<file path="src/rtl/clock_monitor_pkg.sv">
// Shared types for the oscillator clock monitor and for blocks that consume
// its status.
//   state_t : monitor FSM state (IDLE, ACQUIRE, LOCKED, FAULT)
//   fault_t : 2-bit fault classification reported on fault_code
//   DEF_*   : default monitor parameters for the standard oscillator
package clock_monitor_pkg;

  typedef enum logic [1:0] {
    IDLE    = 2'b00,
    ACQUIRE = 2'b01,
    LOCKED  = 2'b10,
    FAULT   = 2'b11
  } state_t;

  typedef enum logic [1:0] {
    F_NONE  = 2'b00,
    F_STUCK = 2'b01,
    F_SLOW  = 2'b10,
    F_FAST  = 2'b11
  } fault_t;

  localparam int DEF_EXP_PERIOD = 100;
  localparam int DEF_TOL        = 4;
  localparam int DEF_LOCK_COUNT = 4;
  localparam int DEF_CNT_W      = 16;

endpackage

</file>
<file path="src/rtl/edge_sync.sv">
// Two-flop synchronizer with rising-edge detect.
// Ports:
//   clock    in  destination clock
//   reset_n  in  synchronous active-low reset, clears all flops
//   async_in in  signal from an unrelated clock domain
//   sync     out synchronized level (second flop)
//   rise     out one-cycle pulse while sync is 1 and was 0 the cycle before
module edge_sync (
  input  logic clock,
  input  logic reset_n,
  input  logic async_in,
  output logic sync,
  output logic rise
);

  logic meta;
  logic sync_d;

  always_ff @(posedge clock) begin
    if (!reset_n) begin
      meta   <= 1'b0;
      sync   <= 1'b0;
      sync_d <= 1'b0;
    end else begin
      meta   <= async_in;
      sync   <= meta;
      sync_d <= sync;
    end
  end

  assign rise = sync & ~sync_d;

endmodule

</file>
<file path="src/rtl/clock_monitor.sv">
// Oscillator clock monitor. Samples mon_clk in the system clock domain,
// measures its period and high time in system cycles, and reports whether
// the oscillator is locked, stuck, too slow or too fast.
// Ports:
//   clock        in  system clock, all logic on the rising edge
//   reset_n      in  synchronous active-low reset
//   enable       in  monitor enable (follows oscillator power); 0 forces IDLE
//   mon_clk      in  monitored clock, asynchronous to clock
//   clear_fault  in  one-cycle pulse: leave FAULT and restart acquisition
//   period       out last measured mon_clk period in system cycles
//   high_time    out system cycles mon_clk was sampled high in that period
//   period_valid out one-cycle pulse when period/high_time update
//   locked       out high only in LOCKED
//   fault        out high only in FAULT
//   fault_code   out fault_t classification (sticky while in FAULT)
module clock_monitor
  import clock_monitor_pkg::*;
#(
  parameter int EXP_PERIOD = DEF_EXP_PERIOD,
  parameter int TOL        = DEF_TOL,
  parameter int LOCK_COUNT = DEF_LOCK_COUNT,
  parameter int TIMEOUT    = 2 * EXP_PERIOD,
  parameter int CNT_W      = DEF_CNT_W
) (
  input  logic             clock,
  input  logic             reset_n,
  input  logic             enable,
  input  logic             mon_clk,
  input  logic             clear_fault,
  output logic [CNT_W-1:0] period,
  output logic [CNT_W-1:0] high_time,
  output logic             period_valid,
  output logic             locked,
  output logic             fault,
  output logic [1:0]       fault_code
);

  // Tolerance window in CNT_W+1 bits so EXP_PERIOD+TOL never wraps and the
  // lower bound is clamped at zero instead of underflowing.
  localparam int               LO_I      = (EXP_PERIOD > TOL) ? (EXP_PERIOD - TOL) : 0;
  localparam logic [CNT_W:0]   TOL_LO    = (CNT_W + 1)'(LO_I);
  localparam logic [CNT_W:0]   TOL_HI    = (CNT_W + 1)'(EXP_PERIOD + TOL);
  localparam logic [CNT_W-1:0] TIMEOUT_C = CNT_W'(TIMEOUT);
  localparam logic [CNT_W-1:0] CNT_MAX   = '1;
  localparam int               GOOD_W    = $clog2(LOCK_COUNT + 1);
  localparam logic [GOOD_W-1:0] GOOD_LAST = GOOD_W'(LOCK_COUNT - 1);

  logic              sync;
  logic              rise;
  state_t            state;
  state_t            state_next;
  fault_t            fault_q;
  fault_t            fault_next;
  logic [GOOD_W-1:0] good_cnt;
  logic [GOOD_W-1:0] good_next;
  logic [CNT_W-1:0]  cnt;
  logic [CNT_W-1:0]  hcnt;
  logic              discard;
  logic              clear_go;
  logic              timeout;
  logic [CNT_W:0]    period_ext;
  logic              period_ok;
  logic              period_slow;

  edge_sync u_edge_sync (
    .clock    (clock),
    .reset_n  (reset_n),
    .async_in (mon_clk),
    .sync     (sync),
    .rise     (rise)
  );

  // Tolerance is judged on the registered period while period_valid is
  // high, so a lock or frequency fault lands the cycle after the pulse.
  assign period_ext  = {1'b0, period};
  assign period_ok   = (period_ext >= TOL_LO) && (period_ext <= TOL_HI);
  assign period_slow = (period_ext > TOL_HI);
  assign timeout     = (cnt >= TIMEOUT_C);

  always_comb begin
    state_next = state;
    fault_next = fault_q;
    good_next  = good_cnt;
    clear_go   = 1'b0;
    case (state)
      IDLE: begin
        state_next = ACQUIRE;
      end
      ACQUIRE: begin
        if (timeout) begin
          state_next = FAULT;
          fault_next = F_STUCK;
        end else if (period_valid) begin
          if (!period_ok) begin
            good_next = '0;
          end else if (good_cnt == GOOD_LAST) begin
            state_next = LOCKED;
            good_next  = '0;
          end else begin
            good_next = good_cnt + 1'b1;
          end
        end
      end
      LOCKED: begin
        if (timeout) begin
          state_next = FAULT;
          fault_next = F_STUCK;
        end else if (period_valid && !period_ok) begin
          state_next = FAULT;
          fault_next = period_slow ? F_SLOW : F_FAST;
        end
      end
      FAULT: begin
        // Clear beats any fault condition seen in the same cycle; the
        // restarted acquisition re-evaluates from scratch.
        if (clear_fault) begin
          state_next = ACQUIRE;
          fault_next = F_NONE;
          good_next  = '0;
          clear_go   = 1'b1;
        end
      end
      default: begin
        state_next = IDLE;
      end
    endcase
    if (!enable) begin
      state_next = IDLE;
      fault_next = F_NONE;
      good_next  = '0;
      clear_go   = 1'b0;
    end
  end

  always_ff @(posedge clock) begin
    if (!reset_n) begin
      state        <= IDLE;
      fault_q      <= F_NONE;
      good_cnt     <= '0;
      cnt          <= '0;
      hcnt         <= '0;
      discard      <= 1'b1;
      period       <= '0;
      high_time    <= '0;
      period_valid <= 1'b0;
    end else begin
      state        <= state_next;
      fault_q      <= fault_next;
      good_cnt     <= good_next;
      period_valid <= 1'b0;
      if (!enable || state == IDLE) begin
        cnt       <= '0;
        hcnt      <= '0;
        discard   <= 1'b1;
        period    <= '0;
        high_time <= '0;
      end else if (clear_go) begin
        cnt     <= '0;
        hcnt    <= '0;
        discard <= 1'b1;
      end else if (rise) begin
        // The first rise after (re)starting acquisition only aligns the
        // counters; the partial period before it is meaningless.
        cnt     <= CNT_W'(1);
        hcnt    <= CNT_W'(1);
        discard <= 1'b0;
        if (!discard) begin
          period       <= cnt;
          high_time    <= hcnt;
          period_valid <= 1'b1;
        end
      end else begin
        if (cnt != CNT_MAX) begin
          cnt <= cnt + 1'b1;
        end
        if (sync && (hcnt != CNT_MAX)) begin
          hcnt <= hcnt + 1'b1;
        end
      end
    end
  end

  assign locked     = (state == LOCKED);
  assign fault      = (state == FAULT);
  assign fault_code = fault_q;

endmodule

</file>
<file path="config.mk">
export PLATFORM = sky130hd
export DESIGN_NAME = clock_monitor
export DESIGN_NICKNAME = d
export VERILOG_FILES = /design/src/rtl/clock_monitor_pkg.sv /design/src/rtl/edge_sync.sv /design/src/rtl/clock_monitor.sv
export SDC_FILE = /design/constraint.sdc
export NUM_CORES = 1
export LEC_CHECK = 0
export BUFFER_PORTS_ARGS = -buffer_cell sky130_fd_sc_hd__buf_4
export CAP_MARGIN = 20
export CORE_MARGIN = 5
export CORE_UTILIZATION = 35
export DETAILED_ROUTE_END_ITERATION = 8
export PLACE_DENSITY = 0.65
export RECOVER_POWER = 100
export SKIP_LAST_GASP = 1
export SYNTH_ARGS = -nofsm -noshare
export SYNTH_HDL_FRONTEND = slang
export SYNTH_HIERARCHICAL = 1
export SYNTH_SLANG_ARGS = --single-unit
</file>
<file path="constraint.sdc">
create_clock -name clock -period 2.6 [get_ports clock]
set_clock_uncertainty 0.2 [all_clocks]
set_input_delay 0.39 -clock clock [delete_from_list [all_inputs] [get_ports clock]]
set_output_delay 0.39 -clock clock [all_outputs]
set_load 0.005 [all_outputs]
</file>
==> results.tsv, run 1 <==
metric	value	unit
CTS tree	yes	
CP startpoint kind	flip-flop	
post-synthesis cell area	3300	sq um
nets	458	
Area growth syn-to-layout	19.2	%
Power, Total	2.25	mW
deepest clock path buffer count	2	
clk slew on worst S/H paths	0.08	ns
worst skew pair latency	0.36	ns
Core Area	9240	sq um
VDD IR max	0.191	mV
dpl hpwl	5320	microns
worst-margin pin slew	0.720	ns
die width	107	microns
# DRC	0	
cell family with most CP delay	simple AND/OR/NAND/NOR gates	
CP Class	flip-flop to flip-flop	
# IOs	42	
Yosys reg bits	76	
# setup viols final	0	
global route total overflow	0	
CP max stage cell	or4_4	
crit path time final	2.39	ns
final worst-path cycle share	91.9	%
RSZ-0062 raised after global routing	false	
cts bufs inserted	9	
sequential share of the synthesized area	46.1	%
Global Route Usage Sum	14.1	%
Die Ht	107	microns
Post-Synthesis Net Count	415	
Final Cell Area	3940	sq um
clock sink count	76	
layout cells sized above 1	14.5	%
most frequent cells in the layout	nand2_1, dfxtp_1, a21oi_1	
Row Count	35	
library cells used by synthesis	44	
Max stage delay on crit path	0.53	ns
hold crit path type	primary input to flip-flop	
Clock Root Buffer	clkbuf_8	
fmax	419	MHz
initial core utilization	35.7	%
asr flop ratio synth	0	%
antenna cell count	0	
port bufs	41	
Worst Setup End Kind	flip-flop	
Final GP Congestion	0.879	
H-tree levels	3	
CTS resizes	0	
Initial DRC Count	154	
YS warnings	6	
Max Cap Viol	0	
TritonRoute pass-1 iters	4	
Post-synth EDFFs	0	
Post-Route WL	7570	microns
vias	2825	
first-pass GRT wire length	12800	microns
vias in the first global route	2650	
worst endpoint data arrival time	2.44	ns
Avg Synthesized Cell Area	8.21	sq um
antenna-violating nets left	0	
most common cell after layout, fill and taps aside	nand2_1	
Total Die Area	11500	sq um
WP data required	2.65	ns
filler instances	935	
Critical path buffers and inverters	0	
fin util	42.6	%
Slew Viols, Final	0	
max_slew headroom	52.0	%
total leakage power	1.38	nW
CP Cell Sequence	or4_4 > nor4_2 > a41oi_1 > o21ai_2 > mux2i_1 > nor2_1	
wire length per cell	13.1	microns
Setup TNS Final	0	ns
# hold bufs at CTS	0	
Synth Flop Type	dfxtp_1	
number of hold violations in the final report	0	
pwr dens	571	nW/um^2
status	finished, final reports clean	
post-CTS setup buffers	0	
initial antenna violation count	0	
critical path fanouts, max	5	
via-per-instance ratio	4.89	
Area after DPL	3760	sq um
largest net degree at the start of global routing	34	
Synth Instances	402	
synth_stat cells, types with 2 or more instances:
| cell type | number | area share, % |
|---|---|---|
| nand4_1 | 7 | 1.3 |
| xor2_1 | 19 | 5.0 |
| and3_1 | 6 | 1.1 |
| and2b_1 | 2 | 0.45 |
| and4_1 | 4 | 1.1 |
| or3_1 | 3 | 0.57 |
| nand2_1 | 84 | 9.5 |
| o21ai_0 | 7 | 1.1 |
| ha_1 | 8 | 3.0 |
| o211ai_1 | 2 | 0.45 |
| mux2i_1 | 4 | 1.2 |
| inv_1 | 10 | 1.1 |
| dfxtp_1 | 76 | 46 |
| nor4_1 | 3 | 0.57 |
| and2_1 | 6 | 1.1 |
| a21oi_1 | 44 | 6.7 |
| nor2_1 | 41 | 4.7 |
| a21boi_0 | 2 | 0.45 |
| xnor2_1 | 5 | 1.3 |
| clkbuf_1 | 17 | 1.9 |
| o31ai_1 | 2 | 0.45 |
| nor4_4 | 2 | 1.3 |
| a31oi_1 | 2 | 0.38 |
| nand2b_1 | 3 | 0.57 |
| nor3_1 | 6 | 0.91 |
| nand3_1 | 19 | 2.9 |
cells by family (layout without fill, tap and decap cells):
group	Yosys count	after routing	share of synthesized area (%)
buf+inv	27	74	3.07
compound gates	68	68	11.7
xor+xnor	24	24	6.37
mux	4	4	1.21
flops	76	76	46.1
simple gates	195	195	28.6
fa+ha+maj	8	8	3.03
routing by layer:
| metal | vias up | part of all wire [%] | track usage (%) |
|---|---|---|---|
| met3 | 11 | 5.0 | 4.03 |
| met5 | - | 0 | 0 |
| li1 | 1443 | - | - |
| met2 | 56 | 45 | 21.5 |
| met4 | 0 | 1.7 | 5.21 |
| met1 | 1315 | 48 | 18.7 |
registers in the layout, summed over array words and instances, names as in the netlist, 2 cells and up:
name        cells
high_time      16
fault_code      2
hcnt           16
state           2
cnt            16
period         16
good_cnt        3
area by class of cell:
cell class	count	area, sq um	area share, %
Inverter	10	37.5	0.954
Tap cell	129	161	4.10
Clock inverter	6	90.1	2.29
Sequential cell	76	1520	38.7
Multi-Input combinational cell	299	1670	42.4
Timing Repair Buffer	49	330	8.39
Clock buffer	9	124	3.15
power by group:
part           total [mW]  switching, mW  internal, mW
Sequential           1.17        0.00576          1.17
Combinational      0.0725         0.0442        0.0283
Clock                1.00          0.464         0.537
through the flow:
step,hold slack [ns],cells,setup slack [ns]
after floorplan,0.212,402,0.467
after global placement,0.224,562,0.366
after detailed placement,0.225,562,0.348
after CTS,0.0141,577,0.273
after global routing,0.0121,578,0.0410
final,0.0303,578,0.211
worst paths after layout:
| kind | start | to | slack (ns) | cells past startpoint |
|---|---|---|---|---|
| max reg2reg | period[7]$_SDFFE_PP0P_ | fault_code[0]$_SDFFE_PN0P_ | 0.21 | 6 |
| max | period[7]$_SDFFE_PP0P_ | fault_code[0]$_SDFFE_PN0P_ | 0.21 | 6 |
| min reg2reg | u_edge_sync/meta$_SDFF_PN0_ | u_edge_sync/sync$_SDFF_PN0_ | 0.25 | 1 |
| min | mon_clk | u_edge_sync/meta$_SDFF_PN0_ | 0.03 | 2 |
(Power assumes the default switching activity.)
==> run 2, diff against run 1 <==
Settings changed: CTS_BUF_LIST set to sky130_fd_sc_hd__clkbuf_4.
Clock period 2.6 ns to 2.8 ns, I/O delays scaled along.
==> run 2 against run 1 <==
  * Via count fell by 0.64%
  * Clock-buffer cell count unchanged
  * Register-to-register slack gained 0.07 ns
  * Die area unchanged
  * Critical endpoint is now fault_code[1]$_SDFFE_PN0P_
  * Largest power group unchanged
  * Combinational power fell by 5.7%
  * Flip-flop and latch count did not move
  * Hold slack improved by 0.021 ns
==> results.tsv, run 2 (synthesis results as in run 1) <==
metric	value	unit	change
CP Cell Sequence	or4_4 > nor4_2 > a41oi_1 > o21ai_0 > mux2i_1 > nor2_1		
worst skew pair latency	0.43	ns	+0.07 ns
cell family with most CP delay	simple AND/OR/NAND/NOR gates		
layout cells sized above 1	14.3	%	-0.22 points
wire length per cell	12.6	microns	-3.8%
CP max stage cell	or4_4		
nets	457		-0.22%
Max stage delay on crit path	0.53	ns	about the same
Total Die Area	11500	sq um	unchanged
die width	107	microns	unchanged
CP Class	flip-flop to flip-flop		
Setup TNS Final	0	ns	unchanged
initial antenna violation count	0		unchanged
H-tree levels	3		unchanged
most common cell after layout, fill and taps aside	nand2_1		
reg-to-reg startpoint	period[7]$_SDFFE_PP0P_		
number of hold violations in the final report	0		unchanged
most frequent cells in the layout	nand2_1, dfxtp_1, a21oi_1, clkbuf_4, nor2_1		
vias in the first global route	2631		-0.72%
largest net degree at the start of global routing	34		unchanged
Core Area	9240	sq um	unchanged
Final GP Congestion	0.839		-4.6%
WP data required	2.91	ns	+0.26 ns
initial core utilization	35.7	%	unchanged
# DRC	0		unchanged
# hold bufs at CTS	1		+1
critical path fanouts, max	5		unchanged
RSZ-0062 raised after global routing	false		
worst endpoint data arrival time	2.63	ns	+0.19 ns
Hold EP	u_edge_sync/sync$_SDFF_PN0_		
# setup viols final	0		unchanged
via-per-instance ratio	4.86		-0.64%
pwr dens	477	nW/um^2	-16%
hold path cells	2		unchanged
hold path startpoint	reset_n		
global route total overflow	0		unchanged
Initial DRC Count	210		+36%
hold crit path type	primary input to flip-flop		
Worst Setup End Kind	flip-flop		
Max Cap Viol	0		unchanged
Die Ht	107	microns	unchanged
final worst-path cycle share	89.9	%	-2.0 points
Slew Viols, Final	0		unchanged
dpl hpwl	5300	microns	-0.48%
FF-to-FF End	fault_code[1]$_SDFFE_PN0P_		
# IOs	42		unchanged
status	finished, final reports clean		
post-CTS setup buffers	0		unchanged
VDD IR max	0.207	mV	+8.4%
Critical path buffers and inverters	0		unchanged
port bufs	41		unchanged
crit path time final	2.52	ns	+0.127 ns
CTS tree	yes		
Post-Route WL	7290	microns	-3.8%
max_slew headroom	52.8	%	+0.82 points
flop2flop setup slack	0.28	ns	+0.07 ns
total leakage power	1.35	nW	-1.9%
Area growth syn-to-layout	17.1	%	
Row Count	35		unchanged
fin util	41.8	%	-0.74 points
antenna-violating nets left	0		unchanged
CP startpoint kind	flip-flop		
deepest clock path buffer count	2		unchanged
vias	2807		-0.64%
clock sink count	76		unchanged
antenna cell count	0		unchanged
fmax	397	MHz	-5.1%
CTS resizes	0		unchanged
clk slew on worst S/H paths	0.12	ns	+0.04 ns
cts bufs inserted	9		unchanged
Worst R2R Path Depth	6		unchanged
filler instances	938		+0.32%
first-pass GRT wire length	12300	microns	-4.1%
Global Route Usage Sum	13.2	%	-0.82 points
Clock Root Buffer	clkbuf_4		
TritonRoute pass-1 iters	4		unchanged
worst-margin pin slew	0.708	ns	-0.0122 ns
[run 2: layout make-up]
class	count	area, sq um	area share, %
multi-input cells	299	1650	42.7
flip-flops and latches	76	1520	39.4
repair buffers	48	352	9.09
well taps	129	161	4.17
clock inverters	7	75.1	1.94
clock buffers	9	67.6	1.75
inverters	10	37.5	0.971
[run 2: per-layer routing]
metal	part of all wire (%)	wire length, microns	global-route usage, %
met1	50	3620	17.3
met5	0	0	0
met2	45	3250	21.0
met3	4.6	333	3.37
met4	1.1	78	4.75
[run 2: worst max-delay path by stage]
| stage | from | end | slack (ns) | depth (start not counted) |
|---|---|---|---|---|
| 3_5_place_dp | cnt[3]$_SDFFE_PP0P_ | good_cnt[0]$_SDFFE_PN0P_ | 0.46 | 6 |
| 2_1_floorplan | period[7]$_SDFFE_PP0P_ | state[0]$_SDFFE_PN0P_ | 0.67 | 6 |
| 4_1_cts | cnt[3]$_SDFFE_PP0P_ | good_cnt[0]$_SDFFE_PN0P_ | 0.44 | 6 |
| 5_1_grt | period[7]$_SDFFE_PP0P_ | fault_code[1]$_SDFFE_PN0P_ | 0.12 | 6 |
| 6_report | period[7]$_SDFFE_PP0P_ | fault_code[1]$_SDFFE_PN0P_ | 0.28 | 6 |
| 3_3_place_gp | cnt[3]$_SDFFE_PP0P_ | good_cnt[0]$_SDFFE_PN0P_ | 0.46 | 6 |
[run 2: report_power, final]
group | internal, mW | switching (mW)
Sequential | 1.09 | 0.00520
Combinational | 0.0281 | 0.0403
Clock | 0.277 | 0.409
Total | 1.39 | 0.454
[run 2: metrics by stage]
stage / instance area, sq um / worst slack [ns] / std cells / total power, mW / hold slack [ns]
after CTS: 3900 / 0.441 / 577 / 1.87 / 0.0250
final: 3870 / 0.284 / 578 / 1.85 / 0.0515
after floorplan: 3300 / 0.667 / 402 / 1.16 / 0.212
after global placement: 3740 / 0.459 / 560 / 1.18 / 0.222
after detailed placement: 3740 / 0.462 / 560 / 1.19 / 0.226
after global routing: 3870 / 0.119 / 578 / 1.92 / 0.0238
[run 2: worst reg2reg max path: stages, from the launching register on]
cell     delay, ns
dfxtp_1       0.35
or4_4         0.53
nor4_2        0.47
a41oi_1       0.20
o21ai_0       0.38
mux2i_1       0.25
nor2_1        0.05
==> run 3, diff against run 2 <==
Settings changed: CELL_PAD_IN_SITES_DETAIL_PLACEMENT set to 0, CELL_PAD_IN_SITES_GLOBAL_PLACEMENT set to 1, CORE_UTILIZATION 35 to 40, PLACE_DENSITY 0.65 to 0.87, SKIP_LAST_GASP 1 to not set.
==> run 3 against run 2 <==
  * Sequential share of layout area increased by 0.94 points
  * Register-to-register slack improved by 0.18 ns
  * Wire length increased by 3.7%
  * Cell area decreased by 2.3%
  * Power decreased by 8.4%
  * Hold slack improved by 0.015 ns
  * Clock power decreased by 23%
  * Cell count decreased by 4.2%
==> results.tsv, run 3 (synthesis results as in run 1) <==
metric	value	unit	change
initial core utilization	40.6	%	+4.9 points
# setup viols final	0		unchanged
via-per-instance ratio	5.09		+4.9%
global route total overflow	0		unchanged
deepest clock path buffer count	2		unchanged
Post-Route WL	7550	microns	+3.7%
die width	101	microns	-5.9%
WP data required	2.94	ns	+0.03 ns
filler instances	836		-11%
hold crit path type	primary input to flip-flop		
Die Ht	101	microns	-5.9%
RSZ-0062 raised after global routing	false		
status	finished, final reports clean		
total leakage power	1.33	nW	-1.7%
Max Cap Viol	0		unchanged
clock sink count	76		unchanged
crit path time final	2.34	ns	-0.178 ns
Worst Setup End Kind	flip-flop		
Setup TNS Final	0	ns	unchanged
DP Cell Count	537		-4.1%
Clock Root Buffer	clkbuf_4		
Row Count	33		-5.7%
Area growth syn-to-layout	14.4	%	
Core Area	8130	sq um	-12%
fin util	46.4	%	+4.6 points
max_slew headroom	51.6	%	-1.2 points
worst endpoint data arrival time	2.48	ns	-0.15 ns
CP startpoint kind	flip-flop		
CP Class	flip-flop to flip-flop		
Total Die Area	10200	sq um	-11%
H-tree levels	3		unchanged
VDD IR max	0.170	mV	-18%
cts bufs inserted	9		unchanged
final worst-path cycle share	83.5	%	-6.4 points
port bufs	41		unchanged
# DRC	0		unchanged
initial antenna violation count	0		unchanged
critical path fanouts, max	5		unchanged
layout cells sized above 1	12.5	%	-1.8 points
Slew Viols, Final	0		unchanged
number of hold violations in the final report	0		unchanged
dpl hpwl	5500	microns	+3.8%
most common cell after layout, fill and taps aside	nand2_1		
Final GP Congestion	0.831		-0.89%
Global Route Usage Sum	15.3	%	+2.1 points
register area	1520	sq um	unchanged
largest net degree at the start of global routing	34		unchanged
antenna cell count	0		unchanged
worst-margin pin slew	0.726	ns	+0.0182 ns
fmax	428	MHz	+7.6%
Initial DRC Count	107		-49%
# hold bufs at CTS	0		-1
nets	457		unchanged
pwr dens	448	nW/um^2	-6.2%
vias	2822		+0.53%
clk slew on worst S/H paths	0.11	ns	about the same
worst skew pair latency	0.40	ns	-0.03 ns
multi-input logic area	1650	sq um	+0.15%
CTS resizes	0		unchanged
# IOs	42		unchanged
post-route insts no fill	554		-4.2%
CTS tree	yes		
most frequent cells in the layout	nand2_1, dfxtp_1, a21oi_1		
vias in the first global route	2684		+2.0%
first-pass GRT wire length	12500	microns	+1.5%
post-CTS setup buffers	0		unchanged
antenna-violating nets left	0		unchanged
TritonRoute pass-1 iters	4		unchanged
wire length per cell	13.6	microns	+8.2%
==> run 3: cell count changes in the layout (fill, tap and decap cells not counted), sizes merged <==
cell         previous run  this run
inv                    12        11
clkinv                  2         6
buf                     7         9
clkbuf                 49        48
clkinvlp                2         0
dlygate4sd3             1         0
bufinv                  1         0
==> run 3: cell type report <==
class / count / share of cell area, %
multi-input cells: 299 / 43.8
flip-flops and latches: 76 / 40.3
repair buffers: 48 / 8.78
well taps: 105 / 3.48
clock buffers: 9 / 1.79
inverters: 10 / 0.994
clock inverters: 7 / 0.861
==> run 3: worst max-delay path: stages, from the launching register on <==
cell and delay, ns:
dfxtp_1 0.34, or4_4 0.54, nor4_4 0.30, nand4_1 0.21
nor4_1 0.38, o211ai_1 0.16, a21oi_1 0.15
==> run 3: power by group <==
part           leakage, nW  total (mW)  internal, mW  switching [mW]
clock               0.0577       0.530         0.170           0.360
sequential           0.613        1.09          1.09         0.00547
combinational        0.655      0.0693        0.0273          0.0420
==> run 3: worst paths after layout <==
kind	depth (start not counted)	from	endpoint	slack, ns
max	6	period[7]$_SDFFE_PP0P_	state[0]$_SDFFE_PN0P_	0.46
max reg2reg	6	period[7]$_SDFFE_PP0P_	state[0]$_SDFFE_PN0P_	0.46
min reg2reg	2	high_time[5]$_SDFFE_PP0P_	high_time[5]$_SDFFE_PP0P_	0.26
min	2	mon_clk	u_edge_sync/meta$_SDFF_PN0_	0.07
==> run 3: per-stage QoR <==
stage | setup WS [ns] | instance area, sq um | power [mW] | hold slack [ns]
3_5_place_dp | 0.542 | 3720 | 1.19 | 0.250
3_3_place_gp | 0.575 | 3720 | 1.18 | 0.238
2_1_floorplan | 0.667 | 3300 | 1.16 | 0.212
4_1_cts | 0.520 | 3820 | 1.72 | 0.0160
5_1_grt | 0.267 | 3780 | 1.78 | 0.0382
6_report | 0.462 | 3780 | 1.69 | 0.0668
==> run 3: per-layer routing <==
layer	wire length, microns	vias up	GRT usage [%]
met5	0	-	0
met4	95	0	6.84
met3	203	8	3.32
met2	3540	39	24.3
met1	3720	1325	20.0
li1	-	1450	-
